File: src/rtl/trng_keygen.sv
// trng_keygen: XOR-combined TRNG sampler with RCT/APT health tests and key handoff.
// Optional Von Neumann debiasing is built when TRNG_VON_NEUMANN_EN is defined.
module trng_keygen #(
  parameter int N_CH        = 4,
  parameter int KEY_WIDTH   = 512,
  parameter int RCT_CUTOFF  = 32,
  parameter int APT_HI      = 300,
  parameter int FAIL_THRESH = 11
) (
  input  logic                             clk_i,
  input  logic                             rst_ni,
  input  logic                             enable_i,
  input  logic [N_CH-1:0]                  raw_bits_i,
  input  logic                             raw_valid_i,
  output logic                             sample_en_o,
  output logic [KEY_WIDTH-1:0]             key_o,
  output logic                             key_valid_o,
  input  logic                             key_ack_i,
  output logic                             error_o,
  output logic                             total_failure_o,
  output logic [$clog2(FAIL_THRESH+1)-1:0] fail_cnt_o,
  output logic                             intr_o
);

  localparam int CW = $clog2(KEY_WIDTH+1);
  localparam int RW = $clog2(RCT_CUTOFF+1);
  localparam int FW = $clog2(FAIL_THRESH+1);

  localparam logic [CW-1:0] LAST_BIT = CW'(KEY_WIDTH-1);
  localparam logic [CW-1:0] ONES_MAX = CW'(APT_HI);
  localparam logic [CW-1:0] ONES_MIN = CW'(KEY_WIDTH-APT_HI);
  localparam logic [RW-1:0] RUN_CUT  = RW'(RCT_CUTOFF);
  localparam logic [FW-1:0] FAIL_MAX = FW'(FAIL_THRESH);

  typedef enum logic [2:0] {
    S_IDLE,
    S_COLLECT,
    S_CHECK,
    S_READY,
    S_FAIL
  } state_e;

  state_e               state_q, state_d;
  logic [KEY_WIDTH-1:0] key_sr_q, key_sr_d;
  logic [CW-1:0]        bit_cnt_q, bit_cnt_d;
  logic [CW-1:0]        ones_q, ones_d;
  logic [RW-1:0]        run_q, run_d;
  logic                 prev_q, prev_d;
  logic                 rct_fail_q, rct_fail_d;
  logic [FW-1:0]        fail_cnt_q, fail_cnt_d;
  logic                 sample_en_q, sample_en_d;
  logic                 key_valid_q, key_valid_d;
  logic                 error_q, error_d;
  logic                 tf_q, tf_d;
  logic                 intr_q, intr_d;
`ifdef TRNG_VON_NEUMANN_EN
  logic                 vn_have_q, vn_have_d;
  logic                 vn_first_q, vn_first_d;
`endif

  logic          comb_bit;
  logic          accept;
  logic          bit_vld;
  logic          bit_val;
  logic [RW-1:0] run_n;
  logic [CW-1:0] ones_n;
  logic [FW-1:0] fail_inc;
  logic          key_bad;
  logic          clr;

  // Next-state, health-test and output decode
  always_comb begin
    state_d     = state_q;
    key_sr_d    = key_sr_q;
    bit_cnt_d   = bit_cnt_q;
    ones_d      = ones_q;
    run_d       = run_q;
    prev_d      = prev_q;
    rct_fail_d  = rct_fail_q;
    fail_cnt_d  = fail_cnt_q;
    error_d     = 1'b0;
    intr_d      = 1'b0;
    clr         = 1'b0;
    comb_bit    = ^raw_bits_i;
    accept      = (state_q == S_COLLECT) && enable_i && raw_valid_i;
`ifdef TRNG_VON_NEUMANN_EN
    vn_have_d   = vn_have_q;
    vn_first_d  = vn_first_q;
    bit_vld     = accept && vn_have_q && (vn_first_q != comb_bit);
    bit_val     = vn_first_q;
    if (accept) begin
      vn_have_d  = ~vn_have_q;
      vn_first_d = comb_bit;
    end
`else
    bit_vld     = accept;
    bit_val     = comb_bit;
`endif
    run_n    = (bit_cnt_q == '0 || bit_val != prev_q) ? RW'(1) : run_q + RW'(1);
    ones_n   = ones_q + CW'(bit_val);
    fail_inc = fail_cnt_q + FW'(1);
    key_bad  = rct_fail_q || (ones_q > ONES_MAX) || (ones_q < ONES_MIN);

    unique case (state_q)
      S_IDLE: begin
        clr = 1'b1;
        if (enable_i) state_d = S_COLLECT;
      end
      S_COLLECT: begin
        if (!enable_i) begin
          state_d = S_IDLE;
        end else if (bit_vld) begin
          key_sr_d  = {key_sr_q[KEY_WIDTH-2:0], bit_val};
          bit_cnt_d = bit_cnt_q + CW'(1);
          ones_d    = ones_n;
          run_d     = run_n;
          prev_d    = bit_val;
          if (run_n == RUN_CUT || bit_cnt_q == LAST_BIT) begin
            state_d    = S_CHECK;
            rct_fail_d = (run_n == RUN_CUT);
          end
        end
      end
      S_CHECK: begin
        if (key_bad) begin
          error_d    = 1'b1;
          fail_cnt_d = fail_inc;
          if (fail_inc == FAIL_MAX) begin
            state_d = S_FAIL;
            intr_d  = 1'b1;
          end else begin
            state_d = enable_i ? S_COLLECT : S_IDLE;
            clr     = 1'b1;
          end
        end else begin
          fail_cnt_d = '0;
          state_d    = S_READY;
          intr_d     = 1'b1;
        end
      end
      S_READY: begin
        if (key_ack_i) begin
          state_d = enable_i ? S_COLLECT : S_IDLE;
          clr     = 1'b1;
        end
      end
      S_FAIL: begin
        state_d = S_FAIL;
      end
      default: state_d = S_IDLE;
    endcase

    if (clr) begin
      key_sr_d   = '0;
      bit_cnt_d  = '0;
      ones_d     = '0;
      run_d      = '0;
      prev_d     = 1'b0;
      rct_fail_d = 1'b0;
    end
`ifdef TRNG_VON_NEUMANN_EN
    if (state_d != S_COLLECT) vn_have_d = 1'b0;
`endif

    sample_en_d = (state_d == S_COLLECT);
    key_valid_d = (state_d == S_READY);
    tf_d        = (state_d == S_FAIL);
  end

  // State and registered outputs with synchronous active-low reset
  always_ff @(posedge clk_i) begin
    if (!rst_ni) begin
      state_q     <= S_IDLE;
      key_sr_q    <= '0;
      bit_cnt_q   <= '0;
      ones_q      <= '0;
      run_q       <= '0;
      prev_q      <= 1'b0;
      rct_fail_q  <= 1'b0;
      fail_cnt_q  <= '0;
      sample_en_q <= 1'b0;
      key_valid_q <= 1'b0;
      error_q     <= 1'b0;
      tf_q        <= 1'b0;
      intr_q      <= 1'b0;
`ifdef TRNG_VON_NEUMANN_EN
      vn_have_q   <= 1'b0;
      vn_first_q  <= 1'b0;
`endif
    end else begin
      state_q     <= state_d;
      key_sr_q    <= key_sr_d;
      bit_cnt_q   <= bit_cnt_d;
      ones_q      <= ones_d;
      run_q       <= run_d;
      prev_q      <= prev_d;
      rct_fail_q  <= rct_fail_d;
      fail_cnt_q  <= fail_cnt_d;
      sample_en_q <= sample_en_d;
      key_valid_q <= key_valid_d;
      error_q     <= error_d;
      tf_q        <= tf_d;
      intr_q      <= intr_d;
`ifdef TRNG_VON_NEUMANN_EN
      vn_have_q   <= vn_have_d;
      vn_first_q  <= vn_first_d;
`endif
    end
  end

  assign sample_en_o     = sample_en_q;
  assign key_valid_o     = key_valid_q;
  assign key_o           = key_valid_q ? key_sr_q : '0;
  assign error_o         = error_q;
  assign total_failure_o = tf_q;
  assign fail_cnt_o      = fail_cnt_q;
  assign intr_o          = intr_q;

endmodule

File: config.mk
export PLATFORM = sky130hd
export DESIGN_NAME = trng_keygen
export DESIGN_NICKNAME = d
export VERILOG_FILES = /design/src/rtl/trng_keygen.sv
export SDC_FILE = /design/constraint.sdc
export NUM_CORES = 1
export LEC_CHECK = 0
export ABC_CLOCK_PERIOD_IN_PS = 1800
export CELL_PAD_IN_SITES_DETAIL_PLACEMENT = 1
export CELL_PAD_IN_SITES_GLOBAL_PLACEMENT = 1
export CORE_MARGIN = 10
export CORE_UTILIZATION = 37
export CTS_CLUSTER_DIAMETER = 150
export DETAILED_ROUTE_END_ITERATION = 8
export PLACE_DENSITY_LB_ADDON = 0.1
export SLEW_MARGIN = 20
export SYNTH_ARGS = -nofsm -noshare
export SYNTH_HDL_FRONTEND = slang
export SYNTH_SLANG_ARGS = --single-unit
export TNS_END_PERCENT = 20
File: constraint.sdc
create_clock -name clk_i -period 1.8 [get_ports clk_i]
set_clock_uncertainty 0.1 [all_clocks]
set_input_delay 0.36 -clock clk_i [delete_from_list [all_inputs] [get_ports clk_i]]
set_output_delay 0.36 -clock clk_i [all_outputs]
set_load 0.02 [all_outputs]
# Word level (Yosys, flattened, before mapping)
# Index checks and enable logic that the tools add are counted.
[totals]
register_bits = 552
inputBits = 9
output_inout_bits = 521
elab_cells = 63
[op_classes]
n_addsub = 4
n_lt_le_gt_ge = 2
eq_ne = 11
mux = 19
n_bitwise = 1
n_reduce_logical = 13
[ops]
columns = ["op", "count"]
rows = [
  ["$mux W512", 1],
  ["$mux W3", 7],
  ["$pmux W3 S5", 1],
  ["$add A10 B1 Y10", 1],
  ["$add A10 B1 Y10 const B", 1],
  ["$eq A10 B9 Y1 const B", 1],
  ["$gt A10 B9 Y1 const B", 1],
  ["$logic_not A10 Y1", 1],
  ["$lt A10 B8 Y1 const B", 1],
  ["$eq A3 B2 Y1 const B", 3],
  ["$mux W1", 7],
  ["$add A6 B1 Y6 const B", 1],
  ["$eq A3 B1 Y1 const B", 2],
  ["$eq A3 B3 Y1 const B", 2],
  ["$eq A6 B6 Y1 const B", 1],
  ["$mux W6", 1],
  ["$add A4 B1 Y4 const B", 1],
  ["$eq A4 B4 Y1 const B", 1],
  ["$logic_or A1 B1 Y1", 4],
  ["$mux W4", 1],
  ["$reduce_and A4 Y1", 1],
  ["$reduce_xor A4 Y1", 1],
  ["$logic_not A3 Y1", 1],
  ["$pmux W1 S3", 1],
  ["other kinds (6)", 7],
]

# Longest topological paths before layout
# Gate-level depths: netlist of run 1.
[depth]
ltp_word = 11
mapped_depth = 9
depth_no_buf = 8

# Worst setup path before layout of run 1
# Ideal clock, no wire load.
[synth_timing]
path_type = "reg2reg"
start = "register fail_cnt_q[1], in the netlist fail_cnt_o[1]"
end = "register bit_cnt_q[0]"
setup_ns = 0.141
t_arrival_ns = 1.946
t_required_ns = 1.559
path_slack_ns = -0.387
stages_incl_launch_ff = 10
path_buffers = 3
synth_period_minus_slack_ns = 2.187
path_cell_list = "dfxtp_1 -> ha_1 -> nor2_1 -> a21o_1 -> a22o_1 -> a21boi_4 -> buf_8 -> buf_12 -> buf_12 -> nor3_2"
[synth_between]
elab_chain_cells = 6
[synth_rtl]
columns = ["element", "line_no", "text"]
rows = [
  ["start: declaration", "50", "logic [FW-1:0] fail_cnt_q, fail_cnt_d;"],
  ["start signal: assignment", "198", "fail_cnt_q <= fail_cnt_d;"],
  ["$add A4 B1 Y4", "101", "fail_inc = fail_cnt_q + FW'(1);"],
  ["$eq A4 B4 Y1", "128", "if (fail_inc == FAIL_MAX) begin"],
  ["$mux W1", "128", ""],
  ["$mux W1", "125", "if (key_bad) begin"],
  ["$pmux W1 S3", "104", "unique case (state_q)"],
  ["$reduce_or A2 Y1 (no source line)", "-", ""],
  ["end signal: assignment", "193", "bit_cnt_q <= bit_cnt_d;"],
  ["end: declaration", "45", "logic [CW-1:0] bit_cnt_q, bit_cnt_d;"],
]
# Every way passes these cells.
# A chain may end at the register's enable or synchronous reset.

# Final worst setup path of run 1
[layout_timing]
start = "register key_valid_q, in the netlist key_valid_o"
end = "output key_o[441]"
[layout_between]
elab_chain_cells = 1
[layout_rtl]
columns = ["element", "line_no", "text"]
rows = [
  ["start: declaration", "52", "logic key_valid_q, key_valid_d;"],
  ["start signal: assignment", "200", "key_valid_q <= key_valid_d;"],
  ["$mux W512", "213", "assign key_o = key_valid_q ? key_sr_q : '0;"],
  ["end: declaration", "16", "output logic [KEY_WIDTH-1:0] key_o,"],
]
# Every way passes these cells.

==> results of run 1 <==
==> power by group through the flow <==
stage          sequential [mW]  clock, mW  combinational, mW
2_1_floorplan             12.5          0              0.676
3_5_place_dp              12.5          0               1.03
3_3_place_gp              12.5          0               1.02
5_1_grt                   12.2       14.5               1.08
6_report                  12.2       13.6               1.02
4_1_cts                   12.2       14.0               1.03
==> worst max-delay path: stages, from the launching register on <==
cell and delay [ns]:
dfxtp_4 0.40, buf_12 0.18, buf_12 0.16, and2_1 0.19, clkdlybuf4s15_1 0.32
==> cell type report <==
type,count,area [um2],area share
well taps,969,1212,0.03354
clock buffers,102,2022,0.05593
diodes,2,5.005,0.0001384
multi-input cells,1729,14820,0.4100
inverters,7,26.28,0.0007268
clock inverters,17,205.2,0.005676
repair buffers,730,6817,0.1885
flip-flops and latches,551,11040,0.3055
==> routing by layer <==
metal,track usage,part of all wire
met1,0.2171,0.42
met2,0.3305,0.51
met3,0.03741,0.047
met4,0.05216,0.023
met5,0,0.000097
==> cell usage in the layout, fill, tap and decap left out, types with 23 or more instances in the layout <==
cell type        Yosys  routed
and2_4               0      23
clkbuf_2             0     187
and2_1             517     494
clkbuf_16            0      72
mux2i_1            514     514
nor3_2             510     510
buf_4                0     159
dlygate4sd2_1        0     102
clkdlybuf4s15_2      0     124
nor3_1              31      31
dfxtp_1            551     547
buf_12              55      68
buf_6                2      32
clkdlybuf4s15_1      0      29
==> registers in the layout (all words and copies together), names as in the netlist, 3 cells and up <==
register,count
bit_cnt_q,10
run_q,6
state_q,3
key_sr_q,512
ones_q,10
fail_cnt_o,4
==> logic make-up (layout without fill, tap and decap cells) <==
kind of cell | Yosys count | count (layout)
and+or+nand+nor | 1139 | 1139
DFF | 551 | 551
muxes | 514 | 514
buffers and inverters | 248 | 856
AOI/OAI and AO/OA | 46 | 46
xor gates and xnor gates | 23 | 23
adders and majority gates | 7 | 7
other | 0 | 2
==> Yosys cell counts, drive strengths merged, types with 3 or more instances <==
| master | instances |
|---|---|
| dfxtp | 551 |
| nor3 | 541 |
| and2 | 517 |
| mux2i | 514 |
| buf | 123 |
| clkbuf | 118 |
| nand2 | 19 |
| nor2 | 18 |
| xnor2 | 13 |
| nand3 | 10 |
| o21ai | 10 |
| xor2 | 9 |
| ha | 7 |
| inv | 7 |
| nand4 | 7 |
| a211oi | 6 |
| a31oi | 5 |
| nor2b | 5 |
| a21oi | 4 |
| a21boi | 3 |
| and3 | 3 |
| nor3b | 3 |
| nor4 | 3 |
==> repair_timing <==
item                                     CTS  global route
setup buffers                              0             0
pin swaps                                  3             5
resized for setup                       1050           440
endpoints found under the setup margin  1063          1068
gates cloned                               0             2
==> per-stage QoR <==
| step | total power, mW | setup TNS (ns) |
|---|---|---|
| 2_1_floorplan | 13.15 | -77.43 |
| 3_3_place_gp | 13.48 | -329.09 |
| 3_5_place_dp | 13.50 | -352.84 |
| 4_1_cts | 27.22 | -427.29 |
| 5_1_grt | 27.77 | -467.34 |
| 6_report | 26.77 | -339.94 |
==> worst min-delay path by stage <==
| stage | from | end | slack [ns] | cells after the start |
|---|---|---|---|---|
| after floorplan | rct_fail_q$_SDFFE_PP0P_ | rct_fail_q$_SDFFE_PP0P_ | 0.35 | 2 |
| after global placement | rct_fail_q$_SDFFE_PP0P_ | rct_fail_q$_SDFFE_PP0P_ | 0.38 | 2 |
| after detailed placement | rct_fail_q$_SDFFE_PP0P_ | rct_fail_q$_SDFFE_PP0P_ | 0.40 | 2 |
| after CTS | rct_fail_q$_SDFFE_PP0P_ | rct_fail_q$_SDFFE_PP0P_ | 0.40 | 2 |
| after global routing | rct_fail_q$_SDFFE_PP0P_ | rct_fail_q$_SDFFE_PP0P_ | 0.44 | 2 |
| final | rct_fail_q$_SDFFE_PP0P_ | rct_fail_q$_SDFFE_PP0P_ | 0.40 | 2 |
==> results.cfg, run 1 <==
[outcome]
outcome = finished with violations
violations = negative setup slack

[critical_path]
setup.worst_path.start = key_valid_o$_SDFF_PN0_
required_ns = 1.34
arrival_ns = 1.86
ff2ff_setup_slack_ns = -0.30
crit_type = register to primary output
crit_path_max_fanout = 24
reg2regPathDepth = 7
rr_startpoint = ones_q[3]$_SDFFE_PP0P_
cp-start-kind = register
rr_endpoint = key_sr_q[32]$_SDFFE_PP0P_
cp-end-kind = primary output
crit_end = key_o[441]

[logic_synthesis]
yosys.area_share.adder = 0.003162
yosys.area_share.xor_xnor = 0.007814
yosys.area.top_type = dfxtp_1
synth_top_family_by_area = simple AND/OR/NAND/NOR gates
synth_area_um2 = 27700
ys_async_sr_fraction = 0
yosys_most_used_dff = dfxtp_1
synth_top_area_share = 0.3982
synth_edf_count = 0
seq_area_frac_synth = 0.3982
synthMuxAreaShare = 0.1857
synth_area_leaders = dfxtp_1, mux2i_1, nor3_2
yosys.area_share.simple = 0.3223
syn_inst = 2528
ys_types = 53
ys_seq_elements = 551
syn_nets = 2544
syn_avg_cell_area_um2 = 10.96
yosysWarningCount = 0
synth-compound-area-share = 0.01305

[clocking]
cts-buffers-inserted = 66
cts_max_path_buffers = 3
cts_tree = done
clk_pin_slew_worst_paths_ns = 0.06
cts_max_level = 3
clock_latency_ns = 0.59
root_buffer = clkbuf_16
hold_buffers = 0
cts.sinks = 551

[power_and_ir_drop]
power.internal_mw = 20.79
switching_share = 0.2234
p_clk_frac = 0.506
max-vdd-ir-drop_v = 0.0005436
p_comb_frac = 0.038
pwr-share-seq = 0.456
power.leakage_nw = 16.68
p_switching_mw = 5.980
powerDensity_nw_per_um2 = 740.5

[routing]
routed_wl_um = 82870
drt_iter0_drc = 695
via_count = 20150
ant_nets = 0
wire_per_inst_um = 20.18
dr.pass1.iters = 4
drc = 0
viasPerCell = 4.906

[global_route]
grt_pass1_vias = 21730
grt_max_degree = 62
antenna_found_initial = 3
overflow = 0
grtUsageTotal = 0.1836
grt_pass1_wl_um = 128100

[final_layout]
drive_gt1_frac = 0.3919
final_area_um2 = 36150
finalNonFillerCells = 4107
post-route-util = 0.4864
fin_nets = 3101
nFillCells = 8086
area_delta_synth_final_pct = 30.51

[timing]
worst_pin_slew_ns = 0.4889
rsz0062_at_grt = yes
finalSetupViolCount = 1062
layout_setup_ws_ns = -0.5165
hold_ws_ns = 0.3960
finalWorstPathRequiredPeriod_ns = 2.317
finalMaxSlewViolations = 0
maxSlewHeadroom = 0.6731
finalHoldViolCount = 0
finalCritPeriodShare = 1.287
fmax_mhz = 431.7

[place]
gp_congestion = 0.7932
dp_hpwl_um = 60810
placed_cells = 3984
place.port_buffers = 529
dp_slack_ns = -0.8496
placed_area_um2 = 34740

[job]
maxCapViolCount = 0

[floorplanning]
die_height_um = 293.6
num_io_pins = 530
die_width_um = 293.6
core_um2 = 74320
start_util = 0.3727
fp.dieArea_um2 = 86210
rows = 100

[worst_hold_path]
hp-class = register to register
No activity file was read; power rests on OpenSTA's default activity.
==> run 2, diff against run 1 <==
- CAP_MARGIN: not set -> 20
- MAX_ROUTING_LAYER: not set -> met4
==> results.cfg, run 2 (synthesis results as in run 1) <==
[critical_path]
crit_path_max_fanout = 30
path_depth = 4
crit_path_cell_trace = buf_12 > buf_12 > and2_1 > clkdlybuf4s15_1
crit_top_cell = buf_12
cp-start-kind = register
slowest_delay_ns = 0.40
rr_endpoint = key_sr_q[32]$_SDFFE_PP0P_
crit_end = key_o[25]
setup.worst_path.start = key_valid_o$_SDFF_PN0_
crit_type = register to primary output
cp-end-kind = primary output
reg2regPathDepth = 7
required_ns = 1.34
critPathTopFamily = buffers and inverters
path_buf_inv = 3
rr_startpoint = ones_q[3]$_SDFFE_PP0P_
cp_slowest_cell = dfxtp_4
arrival_ns = 1.86
ff2ff_setup_slack_ns = -0.31

[global_route]
grt_pass1_vias = 21760
overflow = 0
grt_pass1_wl_um = 128100
grt_max_degree = 62
grtUsageTotal = 0.1890
antenna_found_initial = 3

[floorplanning]
fp.dieArea_um2 = 86210
rows = 100
die_height_um = 293.6
start_util = 0.3727
num_io_pins = 530
core_um2 = 74320
die_width_um = 293.6

[power_and_ir_drop]
power.leakage_nw = 16.70
p_clk_frac = 0.506
max-vdd-ir-drop_v = 0.0005424
pwr-share-seq = 0.456
switching_share = 0.2234
powerDensity_nw_per_um2 = 736.4
power.internal_mw = 20.79
p_switching_mw = 5.983
p_comb_frac = 0.038

[routing]
dr.pass1.iters = 4
via_count = 20080
wire_per_inst_um = 20.18
drt_iter0_drc = 742
viasPerCell = 4.890
ant_nets = 0
routed_wl_um = 82850
drc = 0

[place]
place.port_buffers = 529
placed_cells = 3984
dp_hpwl_um = 60810
placed_area_um2 = 34740
gp_congestion = 0.8044

[clocking]
clock_latency_ns = 0.59
clk_pin_slew_worst_paths_ns = 0.06
cts-buffers-inserted = 66
cts.sinks = 551
cts_max_path_buffers = 3
cts_max_level = 3
root_buffer = clkbuf_16
hold_buffers = 0
post_cts_buffers = 0
cts_tree = done

[final_layout]
reg_top3 = key_sr_q: 512 flops, bit_cnt_q: 10 flops, ones_q: 10 flops
drive_gt1_frac = 0.3753
layout_commonest_cell = dfxtp_1
fin_nets = 3101
largest-register = key_sr_q
final_area_um2 = 36360
largest_reg_flops = 512
area_delta_synth_final_pct = 31.26
finalNonFillerCells = 4106
nFillCells = 8072
layout_common_cells = dfxtp_1, mux2i_1, nor3_2

[outcome]
violations = negative setup slack
outcome = finished with violations

[timing]
worst_pin_slew_ns = 0.4888
finalHoldViolCount = 0
finalWorstPathRequiredPeriod_ns = 2.319
finalSetupViolCount = 1063
maxSlewHeadroom = 0.6731
layout_setup_ws_ns = -0.5194
finalMaxSlewViolations = 0
finalCritPeriodShare = 1.289
rsz0062_at_grt = yes
fmax_mhz = 431.1

[worst_hold_path]
min_path_cells = 2
min-delay-start = rct_fail_q$_SDFFE_PP0P_
hp-class = register to register

[job]
maxCapViolCount = 0
## run 2: changes by cell type in the layout (fill, tap and decap cells not counted), sizes merged
cell | previous run | this run
buf | 267 | 261
dlygate4sd2 | 102 | 113
clkdlybuf4s15 | 153 | 194
clkbuf | 294 | 248
diode | 2 | 1
## run 2: power groups by stage
| stage | clock network, mW | registers, mW | logic, mW |
|---|---|---|---|
| 2_1_floorplan | 0 | 12.5 | 0.676 |
| 3_3_place_gp | 0 | 12.5 | 1.02 |
| 3_5_place_dp | 0 | 12.5 | 1.03 |
| 6_report | 13.6 | 12.2 | 1.02 |
| 5_1_grt | 14.5 | 12.2 | 1.08 |
| 4_1_cts | 14.0 | 12.2 | 1.03 |
## run 2: per-stage QoR
stage	TNS (ns)	power [mW]	utilization	setup WS [ns]	hold slack, ns
2_1_floorplan	-77.43	13.15	-	-0.09807	0.3547
6_report	-351.33	26.78	0.4892	-0.5194	0.3961
5_1_grt	-474.59	27.77	0.4892	-0.5921	0.4390
3_3_place_gp	-329.09	13.48	0.4674	-0.7285	0.3812
3_5_place_dp	-352.84	13.50	0.4674	-0.8496	0.3981
4_1_cts	-427.29	27.22	0.4969	-0.5785	0.4050
## run 2: tightest hold or removal path, delay by kind of cell, from the launching register on
family	cells	cell delay, ns
DFF	1	0.31
AOI/OAI and AO/OA	2	0.13
## run 2: worst min path at each step
stage | slack, ns | endpoint
3_3_place_gp | 0.38 | rct_fail_q$_SDFFE_PP0P_
3_5_place_dp | 0.40 | rct_fail_q$_SDFFE_PP0P_
4_1_cts | 0.40 | rct_fail_q$_SDFFE_PP0P_
6_report | 0.40 | rct_fail_q$_SDFFE_PP0P_
2_1_floorplan | 0.35 | rct_fail_q$_SDFFE_PP0P_
5_1_grt | 0.44 | rct_fail_q$_SDFFE_PP0P_
## run 2: layout make-up
| type | instances | area, um2 | area share |
|---|---|---|---|
| Multi-Input combinational cell | 1729 | 14810 | 0.4074 |
| Sequential cell | 551 | 11040 | 0.3037 |
| Timing Repair Buffer | 730 | 7037 | 0.1935 |
| Clock buffer | 102 | 2022 | 0.05561 |
| Tap cell | 969 | 1212 | 0.03334 |
| Clock inverter | 17 | 205.2 | 0.005643 |
| Inverter | 7 | 26.28 | 0.0007226 |
| Antenna cell | 1 | 2.502 | 0.00006882 |
## run 2: metal layers
metal  vias up  global-route usage  routed length (um)
li1       9779                   -                   -
met1      9819              0.2210               35660
met2       367              0.3296               42100
met3       112             0.03281                3215
met4         0             0.05216                1873
met5         -                   -                   0
## run 2: repair_timing
action                     in CTS  in global routing
resized for setup            1050                357
cloned                          0                  2
setup endpoints to repair    1063               1068
pin swaps                       3                  5
